File: src/rtl/ntt_scheduler.sv
// Radix-2 in-place NTT address sequencer: issues one coefficient pair per cycle and delays
// the pair addresses to the write-back port. Optional feature macro: NTT_SCHED_INVERSE_EN.
//  state   | meaning
//  S_IDLE  | waiting for start
//  S_RUN   | issuing pair k of stage s
//  S_DRAIN | flushing read + butterfly latency before the next stage
//  S_DONE  | one-cycle completion pulse
module ntt_scheduler #(
   parameter int LOGN   = 10,
   parameter int RD_LAT = 1,
   parameter int BF_LAT = 6
) (
   input  logic            i_clk,
   input  logic            i_reset,
   input  logic            i_start,
`ifdef NTT_SCHED_INVERSE_EN
   input  logic            i_inverse,
   output logic [LOGN-1:0] o_omega_addr,
`else
   output logic [LOGN-2:0] o_omega_addr,
`endif
   input  logic            i_en,
   output logic [LOGN-1:0] o_rd_addr_a,
   output logic [LOGN-1:0] o_rd_addr_b,
   output logic            o_rd_en,
   output logic            o_bf_in_valid,
   output logic            o_bf_en,
   output logic [LOGN-1:0] o_wr_addr_a,
   output logic [LOGN-1:0] o_wr_addr_b,
   output logic            o_wr_en,
   output logic            o_busy,
   output logic            o_done
);
   localparam int D  = RD_LAT + BF_LAT;
   localparam int SW = $clog2(LOGN);
   localparam int CW = $clog2(D + 1);

   typedef enum logic [1:0] {S_IDLE, S_RUN, S_DRAIN, S_DONE} state_t;

   state_t          r_state, w_state_nxt;
   logic [SW-1:0]   r_s, w_s_nxt;
   logic [LOGN-2:0] r_k, w_k_nxt;
   logic [CW-1:0]   r_cnt, w_cnt_nxt;
   logic            r_inv, w_inv_nxt;

   logic            w_inv_req;
   logic            w_last_stage;
   logic [SW-1:0]   w_first_s;
   logic [SW-1:0]   w_s_step;
   logic            w_issue;

`ifdef NTT_SCHED_INVERSE_EN
   assign w_inv_req = i_inverse;
`else
   assign w_inv_req = 1'b0;
`endif

   assign w_first_s    = w_inv_req ? SW'(LOGN - 1) : '0;
   assign w_last_stage = r_inv ? (r_s == '0) : (r_s == SW'(LOGN - 1));
   assign w_s_step     = r_inv ? (r_s - SW'(1)) : (r_s + SW'(1));

   always_ff @(posedge i_clk or posedge i_reset) begin
      if (i_reset) begin
         r_state <= S_IDLE;
         r_s     <= '0;
         r_k     <= '0;
         r_cnt   <= '0;
         r_inv   <= 1'b0;
      end else begin
         r_state <= w_state_nxt;
         r_s     <= w_s_nxt;
         r_k     <= w_k_nxt;
         r_cnt   <= w_cnt_nxt;
         r_inv   <= w_inv_nxt;
      end
   end

   always_comb begin
      w_state_nxt = r_state;
      w_s_nxt     = r_s;
      w_k_nxt     = r_k;
      w_cnt_nxt   = r_cnt;
      w_inv_nxt   = r_inv;
      if (i_en) begin
         case (r_state)
            S_IDLE: begin
               if (i_start) begin
                  w_state_nxt = S_RUN;
                  w_s_nxt     = w_first_s;
                  w_k_nxt     = '0;
                  w_inv_nxt   = w_inv_req;
               end
            end
            S_RUN: begin
               w_k_nxt = r_k + 1'b1;
               if (r_k == '1) begin
                  w_state_nxt = S_DRAIN;
                  w_k_nxt     = '0;
                  w_cnt_nxt   = CW'(D - 1);
               end
            end
            S_DRAIN: begin
               if (r_cnt == '0) begin
                  if (w_last_stage) begin
                     w_state_nxt = S_DONE;
                  end else begin
                     w_state_nxt = S_RUN;
                     w_s_nxt     = w_s_step;
                  end
               end else begin
                  w_cnt_nxt = r_cnt - 1'b1;
               end
            end
            S_DONE: w_state_nxt = S_IDLE;
            default: w_state_nxt = S_IDLE;
         endcase
      end
   end

   // pos and grp never exceed LOGN-1 bits, so the twiddle shift cannot overflow
   logic [LOGN-2:0] w_mask, w_pos, w_grp, w_om;
   logic [LOGN-1:0] w_half, w_a, w_b;

   always_comb begin
      w_mask = ~({(LOGN-1){1'b1}} << r_s);
      w_pos  = r_k & w_mask;
      w_grp  = r_k >> r_s;
      w_half = {{(LOGN-1){1'b0}}, 1'b1} << r_s;
      w_a    = ({1'b0, w_grp} << ({1'b0, r_s} + 1'b1)) | {1'b0, w_pos};
      w_b    = w_a + w_half;
      w_om   = w_pos << (SW'(LOGN - 1) - r_s);
   end

   assign w_issue     = (r_state == S_RUN);
   assign o_rd_en     = w_issue & i_en;
   assign o_rd_addr_a = w_issue ? w_a : '0;
   assign o_rd_addr_b = w_issue ? w_b : '0;
`ifdef NTT_SCHED_INVERSE_EN
   assign o_omega_addr = w_issue ? {r_inv, w_om} : '0;
`else
   assign o_omega_addr = w_issue ? w_om : '0;
`endif

   logic [LOGN-1:0] r_dly_a [D];
   logic [LOGN-1:0] r_dly_b [D];
   logic [D-1:0]    r_dly_v;

   always_ff @(posedge i_clk or posedge i_reset) begin
      if (i_reset) begin
         r_dly_v <= '0;
         for (int i = 0; i < D; i++) begin
            r_dly_a[i] <= '0;
            r_dly_b[i] <= '0;
         end
      end else if (i_en) begin
         r_dly_v[0] <= w_issue;
         r_dly_a[0] <= o_rd_addr_a;
         r_dly_b[0] <= o_rd_addr_b;
         for (int i = 1; i < D; i++) begin
            r_dly_v[i] <= r_dly_v[i-1];
            r_dly_a[i] <= r_dly_a[i-1];
            r_dly_b[i] <= r_dly_b[i-1];
         end
      end
   end

   assign o_bf_in_valid = r_dly_v[RD_LAT-1] & i_en;
   assign o_bf_en       = i_en;
   assign o_wr_en       = r_dly_v[D-1] & i_en;
   assign o_wr_addr_a   = r_dly_a[D-1];
   assign o_wr_addr_b   = r_dly_b[D-1];
   assign o_busy        = (r_state == S_RUN) || (r_state == S_DRAIN);
   assign o_done        = (r_state == S_DONE) & i_en;

endmodule

File: config.mk
export PLATFORM = sky130hd
export DESIGN_NAME = ntt_scheduler
export DESIGN_NICKNAME = d
export VERILOG_FILES = /design/src/rtl/ntt_scheduler.sv
export SDC_FILE = /design/constraint.sdc
export NUM_CORES = 1
export LEC_CHECK = 0
export BUFFER_PORTS_ARGS = -buffer_cell sky130_fd_sc_hd__buf_2
export CAP_MARGIN = 25
export CELL_PAD_IN_SITES_DETAIL_PLACEMENT = 1
export CELL_PAD_IN_SITES_GLOBAL_PLACEMENT = 2
export CORE_MARGIN = 2
export CORE_UTILIZATION = 41
export DETAILED_ROUTE_END_ITERATION = 8
export PLACE_DENSITY_LB_ADDON = 0.25
export SLEW_MARGIN = 20
export SYNTH_ARGS = -nofsm -noshare
export SYNTH_HDL_FRONTEND = slang
export SYNTH_SLANG_ARGS = --single-unit
export TNS_END_PERCENT = 30
File: constraint.sdc
create_clock -name i_clk -period 6.24 [get_ports i_clk]
set_input_delay 0.624 -clock i_clk [delete_from_list [all_inputs] [get_ports i_clk]]
set_output_delay 0.624 -clock i_clk [all_outputs]
set_load 0.01 [all_outputs]
# After elaboration in Yosys (flattened, before gate mapping)
# Cells that the tools add are included.
# classes
reduce_logical	10
eq_ne	10
addsub	6
bitwise	7
n_shift	5
mux	18
# op_table
cell	count
2-to-1 mux 9 bit	3
2-to-1 mux 10 bit	2
one-hot mux 9 bit (2 select lines)	1
2-to-1 mux 4 bit	3
adder 10 bit	1
bitwise OR 10 x 9 -> 10 bit	1
<< shifter 1 x 4 -> 10 bit, first input constant	1
<< shifter 9 x 5 -> 10 bit	1
adder 9 x 1 -> 9 bit, second input constant	1
AND 9 bit	1
== test 9 bit, second input constant	1
inverter 9 bit	1
<< shifter 9 x 4 -> 9 bit	1
<< shifter 9 x 4 -> 9 bit, first input constant	1
right shift 9 x 4 -> 9 bit	1
2-to-1 mux 2 bit	4
inequality test 2 bit, second input constant	4
one-hot mux 2 bit (4 select lines)	1
one-hot mux 4 bit (2 select lines)	1
AND reduction 4 bit	2
2-to-1 mux 3 bit	2
one-hot mux 3 bit (2 select lines)	1
nonzero test 2 bit	3
adder 4 x 1 -> 5 bit, second input constant	1
other kinds (13)	17
# word_totals
out_inout_bits	55
reg_bits	165

# Depth between registers and ports, before layout
# Gate-level depths: netlist of the first run.
# logic_depth
depth_word	6
depth_mapped	17
ltp_nobuf	15

# Least setup slack after synthesis of the first run
# OpenSTA, ideal clock, no wires.
# synth_path
path_kind	register to output
start	reg r_s[0]
end	out o_rd_addr_b[9]
stages_incl_launch_ff	18
t_arrival_ns	4.262
path_slack_ns	1.354
path_buffers	4
cell_sequence	dfrtp_1 buf_2 clkinv_1 buf_1 ha_1 clkbuf_1 buf_1 inv_1 mux2_2 o21ai_0 ha_1 a21o_1 a221oi_1 o21ai_0 a21o_1 a21oi_1 xor3_1 and2_1
# synth_between
elab_chain_cells	6
word_cells_on_any_way	10
cone_classes	add/sub (2); shift (4); mux (1); bitwise (3)
# synth_lines
item	line_no	text
start: declaration	41	logic [SW-1:0] r_s, w_s_nxt;
start signal: assignment	71	r_s <= w_s_nxt;
parallel branches: the longest is 4 deep, another holds adder 4 x 1 -> 5 bit	-	
adder 10 bit *	130	w_b = w_a + w_half;
2-to-1 mux 10 bit *	137	assign o_rd_addr_b = w_issue ? w_b : '0;
end: declaration	24	output logic [LOGN-1:0] o_rd_addr_b,
# Every way passes the cells marked *.

# Final worst setup path of the first run
# layout_path
start	reg r_s[2]
end	out o_rd_addr_b[9]
# Same word-level chain as after synthesis.

==> impl_metrics.env, run 1 <==
export IMPL_status="complete, no violations"
export IMPL_slew_violations=0
export IMPL_ant_nets=0
export IMPL_clock_sinks=165
export IMPL_boundaryPins=59
export IMPL_power_mw=3.19
export IMPL_setup_ws_ns=0.660
export IMPL_synth_edff_count=0
export IMPL_root_buffer="clkbuf_16"
export IMPL_die_w_microns=147
export IMPL_antenna_found_initial=0
export IMPL_setup_viol=0
export IMPL_die_area_sq_mm=0.0216
export IMPL_gp_congestion=0.892
export IMPL_syn2layout_area_growth_pct=11.7
export IMPL_totalWireLength_microns=19800
export IMPL_synth_area_sq_mm=0.00837
export IMPL_cp_max_fo=20
export IMPL_avgViaCountPerCell=5.34
export IMPL_p_per_area_mw_per_mm2=341
export IMPL_period_share_pct=89.4
export IMPL_yosys_warnings=0
export IMPL_wl_per_cell_microns=19.4
export IMPL_required_ns=5.62
export IMPL_drive_gt1_share_pct=33.4
export IMPL_core_area_sq_mm=0.0201
export IMPL_drt_iter0_markers=245
export IMPL_io_buffers=58
export IMPL_cts_resized_gates=0
export IMPL_clk_path_buf_depth=2
export IMPL_htree_num_levels=4
export IMPL_drc=0
export IMPL_hold_buffers=0
export IMPL_tritoncts="built"
export IMPL_route_met3_wl_microns=518
export IMPL_initial_core_util_pct=41.6
export IMPL_vias=5472
export IMPL_num_rows=52
export IMPL_grt_usage_pct=19.0
export IMPL_clock_latency_ns=0.43
export IMPL_wl_met1_microns=9090
export IMPL_ir_drop_v=0.000180
export IMPL_yosysSeqAreaShare_pct=49.3
export IMPL_synthArstFlopShare_pct=100
export IMPL_grt_max_degree=88
export IMPL_path_clk_slew_ns=0.07
export IMPL_critical_path_class="reg -> out"
export IMPL_place_ws_ns=1.15
export IMPL_synth_seq_cells=165
export IMPL_avgSynthCellArea_sq_um=11.6
export IMPL_maxSlewHeadroom_pct=41.7
export IMPL_synth_cell_types=61
export IMPL_dp_hpwl_microns=13900
export IMPL_rsz0062_at_grt="no"
export IMPL_grt_pass1_wl_microns=32200
export IMPL_drtPass1Iterations=4
export IMPL_arrival_ns=4.96
export IMPL_hold_viol_final=0
export IMPL_die_y_microns=147
export IMPL_grt_ovfl_total=0
export IMPL_diodes=0
export IMPL_hold_class="in -> async"
export IMPL_max_cap_viol_count=0
export IMPL_syn_nets=754
export IMPL_worst_pin_slew_ns=0.866
export IMPL_fin_nets=777
export IMPL_post_route_min_period_ns=5.58
export IMPL_postSynthCellCount=719
export IMPL_ys_flop_type="dfrtp_1"
export IMPL_grt_pass1_vias=5968
export IMPL_cp_end_kind="output pin"
export IMPL_post_cts_setup_buffers=0
export IMPL_leakage_nw=4.57
export IMPL_fmax_mhz=179
export IMPL_routed_top_layer="met4"
export IMPL_met2WireLength_microns=9930
export IMPL_start_kind="flop"
export IMPL_tns_ns=0
export IMPL_numCtsBuffers=17
export IMPL_clock_skew_ns=0.00797
-- per-stage QoR --
stage | util [%] | instance area (sq um) | hold WS [ns] | std cells
after floorplan | - | 8370 | 0.446 | 719
after global placement | 43.3 | 8710 | 0.461 | 992
after detailed placement | 43.3 | 8710 | 0.465 | 992
after CTS | 46.4 | 9320 | 0.358 | 1023
after global routing | 46.5 | 9350 | 0.384 | 1024
final | 46.5 | 9350 | 0.325 | 1024
-- worst max-delay path, cell delays in order, from the launching register on --
cell	delay, ns
dfrtp_1	0.65
inv_1	0.35
ha_1	0.20
inv_1	0.04
o21ai_0	0.68
o21ai_0	0.40
ha_1	0.45
and3_1	0.21
a221oi_1	0.36
o21ai_0	0.22
a21o_1	0.21
a21oi_1	0.17
xor3_1	0.25
and2_1	0.19
buf_2	0.14
-- final cells by class --
cell class / instances / area (sq um)
fill: 2136 / 10800
sequential: 165 / 4130
multi-input combinational: 470 / 3820
clock buffer: 17 / 425
timing repair buffer: 64 / 362
tap: 270 / 338
clock inverter: 14 / 184
inverter: 24 / 95.1
-- where the power goes --
| group | switching [mW] | leakage (nW) | internal [mW] |
|---|---|---|---|
| clock | 0.480 | 0.290 | 0.609 |
| sequential | 0.161 | 2.14 | 1.32 |
| combinational | 0.299 | 2.14 | 0.316 |
| total | 0.941 | 4.57 | 2.25 |
-- cells by family after synthesis --
| logic type | Yosys count | share of synthesized area (%) |
|---|---|---|
| simple gates | 152 | 8.92 |
| mux | 156 | 21.0 |
| xor+xnor | 11 | 1.33 |
| compound gates | 120 | 9.57 |
| fa+ha+maj | 31 | 4.72 |
| buf+inv | 84 | 5.10 |
| flops | 165 | 49.3 |
-- synth_stat cells (all sizes together) (3+ instances only) --
master | number | area, sq um
xor2 | 4 | 35.0
o21a | 3 | 22.5
and3 | 7 | 43.8
a221oi | 3 | 32.5
a22oi | 4 | 30.0
a31oi | 5 | 31.3
nand3 | 11 | 55.1
and2 | 19 | 119
nor3 | 6 | 30.0
nand2 | 38 | 143
a22o | 6 | 52.6
clkbuf | 25 | 93.8
a21oi | 22 | 110
inv | 22 | 82.6
ha | 30 | 375
o31ai | 4 | 30.0
o211ai | 3 | 22.5
o22ai | 3 | 18.8
nand2b | 6 | 37.5
a21o | 10 | 76.3
mux2 | 147 | 1660
nor2 | 43 | 161
buf | 35 | 243
a21boi | 3 | 22.5
o21ai | 39 | 195
mux2i | 8 | 80.1
or2 | 4 | 25.0
o2bb2ai | 3 | 26.3
xnor2 | 6 | 52.6
dfrtp | 165 | 4130
nor2b | 7 | 43.8
-- layout by cell type (no fill, tap or decap), types with 7 or more instances in the layout --
cell type,count
dfrtp_1,165
mux2_2,144
buf_2,57
nor2_1,43
nand2_1,38
o21ai_0,38
ha_1,30
a21oi_1,22
inv_1,21
and2_1,19
clkbuf_16,17
nand3_1,11
a21o_1,9
mux2i_1,8
and3_1,7
nor2b_1,7
-- per-layer routing --
layer / global-route usage [%] / up-vias
met5: 0 / -
met4: 6.25 / 0
met3: 2.70 / 20
met2: 32.7 / 83
met1: 24.7 / 2813
li1: - / 2556
-- worst paths after layout --
kind	depth (start not counted)	from	slack, ns	end
worst max-delay path	14	r_s[2]	0.66	o_rd_addr_b[9]
worst min-delay path	2	i_reset	0.33	r_dly_a[29]
worst max register to register	13	r_s[2]	1.73	r_dly_b[69]
min in group i_clk	1	r_dly_v[1]	0.48	r_dly_v[1]
worst min register to register	1	r_dly_v[1]	0.48	r_dly_v[1]
max in group asynchronous	4	i_reset	4.71	r_s[1]
-- sequential cells by signal, indices dropped and copies added (netlist names) --
name and count:
r_cnt 3, r_s 4, r_state 2, r_dly_v 7
o_wr_addr_b 10, r_dly_b 60, o_wr_addr_a 10, r_k 9
r_dly_a 60
No activity file was read; power rests on OpenSTA's default activity.
==> run 2, diff against run 1 <==
CORE_UTILIZATION = 43   (was 41)
CTS_BUF_LIST = sky130_fd_sc_hd__clkbuf_8   (was unset)
==> impl_metrics.env, run 2 (synthesis gave the netlist of run 1 again) <==
export IMPL_status="complete, no violations"
export IMPL_dp_hpwl_microns=14200
export IMPL_path_cells="and2b_2 -> a221o_1 -> a21o_1 -> o221ai_2 -> mux2_2 -> o21ai_0 -> ha_1 -> a21o_1 -> a221oi_1 -> o21ai_0 -> a21o_1 -> a21oi_1 -> xor3_1 -> and2_1 -> buf_2"
export IMPL_reg2reg_to="r_dly_b[69]"
export IMPL_arrival_ns=4.98
export IMPL_grt_busiest_layer="met2"
export IMPL_clock_sinks=165
export IMPL_num_rows=51
export IMPL_diodes=0
export IMPL_rr_startpoint="r_s[2]"
export IMPL_totalWireLength_microns=19800
export IMPL_drt_iter0_markers=308
export IMPL_initial_core_util_pct=43.4
export IMPL_power_mw=2.87
export IMPL_die_w_microns=144
export IMPL_path_clk_slew_ns=0.10
export IMPL_hold_buffers=0
export IMPL_post_route_min_period_ns=5.60
export IMPL_max_stage_delay_ns=0.83
export IMPL_core_area_sq_mm=0.0193
export IMPL_grtUsageMet1_pct=26.4
export IMPL_ir_drop_v=0.000137
export IMPL_drive_gt1_share_pct=33.4
export IMPL_r2r_slack_ns=1.74
export IMPL_io_buffers=58
export IMPL_max_cap_viol_count=0
export IMPL_numCtsBuffers=17
export IMPL_die_y_microns=144
export IMPL_cp_end_kind="output pin"
export IMPL_root_buffer="clkbuf_8"
export IMPL_endpoint="o_rd_addr_b[9]"
export IMPL_gp_congestion=0.880
export IMPL_setup_viol=0
export IMPL_tns_ns=0
export IMPL_required_ns=5.62
export IMPL_antenna_found_initial=0
export IMPL_p_per_area_mw_per_mm2=315
export IMPL_cts_resized_gates=0
export IMPL_cp_max_fo=20
export IMPL_hold_class="in -> async"
export IMPL_final_cell_count_no_fill=1020
export IMPL_clk_path_buf_depth=2
export IMPL_largestRegisters="r_dly_a: 60 flops, r_dly_b: 60 flops"
export IMPL_critical_path_startpoint="r_s[2]"
export IMPL_die_area_sq_mm=0.0206
export IMPL_fin_nets=777
export IMPL_grt_max_degree=96
export IMPL_dp_cells=988
export IMPL_fmax_mhz=178
export IMPL_post_cts_setup_buffers=0
export IMPL_grt_ovfl_total=0
export IMPL_met3_usage_pct=3.87
export IMPL_tritoncts="built"
export IMPL_start_kind="flop"
export IMPL_avgViaCountPerCell=5.34
export IMPL_layout_commonest_cell="dfrtp_1"
export IMPL_leakage_nw=4.47
export IMPL_hold_viol_final=0
export IMPL_slew_violations=0
export IMPL_clock_skew_ns=0.0146
export IMPL_drtPass1Iterations=4
export IMPL_worst_pin_slew_ns=0.868
export IMPL_mostFrequentLayoutCells="dfrtp_1 (165), mux2_2 (144), buf_2 (57)"
export IMPL_grt_pass1_wl_microns=31600
export IMPL_syn2layout_area_growth_pct=8.83
export IMPL_htree_num_levels=4
export IMPL_wl_per_cell_microns=19.4
export IMPL_final_fill_count=2079
export IMPL_ant_nets=0
export IMPL_worst_r2r_path_depth=14
export IMPL_drc=0
export IMPL_maxSlewHeadroom_pct=42.1
export IMPL_period_share_pct=89.8
export IMPL_grt_usage_pct=20.2
export IMPL_critical_path_class="reg -> out"
export IMPL_final_util_pct=47.3
export IMPL_boundaryPins=59
export IMPL_clock_latency_ns=0.48
export IMPL_use_met2_pct=33.9
export IMPL_grt_pass1_vias=5782
export IMPL_vias=5447
export IMPL_cpMostUsedCell="a21o_1"
export IMPL_slowest_stage="dfrtp_1"
export IMPL_rsz0062_at_grt="no"
## run 2: power by group
part	switching (mW)	internal, mW	total, mW
sequential	0.162	1.32	1.48
combinational	0.293	0.315	0.608
clock	0.448	0.333	0.780
## run 2: layer usage
layer	vias to the layer above	wire, microns
li1	2548	-
met1	2773	9120
met2	99	9710
met3	27	566
met4	0	364
met5	-	0
## run 2: area by class of cell
class / instances / area (sq um) / area share (%)
clock buffer: 17 / 234 / 2.57
clock inverter: 15 / 164 / 1.80
inverter: 24 / 95.1 / 1.04
multi-input combinational: 470 / 3820 / 41.9
sequential: 165 / 4130 / 45.3
tap: 265 / 332 / 3.64
timing repair buffer: 64 / 342 / 3.75
## run 2: worst min path at each step
stage	start	to	slack (ns)
2_1_floorplan	r_dly_v[0]	r_dly_v[0]	0.45
3_3_place_gp	r_dly_v[1]	r_dly_v[1]	0.46
3_5_place_dp	r_dly_v[0]	r_dly_v[0]	0.47
4_1_cts	i_reset	r_dly_a[29]	0.34
5_1_grt	i_reset	r_dly_a[29]	0.38
6_report	i_reset	r_dly_a[29]	0.32
## run 2: worst max-delay path, delay by kind of cell (launching register included)
| kind | cells | cell delay, ns |
|---|---|---|
| buffers and inverters | 1 | 0.14 |
| and+or+nand+nor | 2 | 0.50 |
| AOI/OAI and AO/OA | 9 | 2.06 |
| DFF | 1 | 0.83 |
| xor gates and xnor gates | 1 | 0.28 |
| muxes | 1 | 0.33 |
| adders and majority gates | 1 | 0.37 |
## run 2: through the flow
stage	hold slack (ns)	worst slack [ns]	area (sq um)
finish	0.316	0.637	9110
global route	0.376	0.233	9110
CTS	0.341	0.633	9110
detailed placement	0.475	1.18	8710
global placement	0.464	1.25	8710
floorplan	0.446	1.15	8370
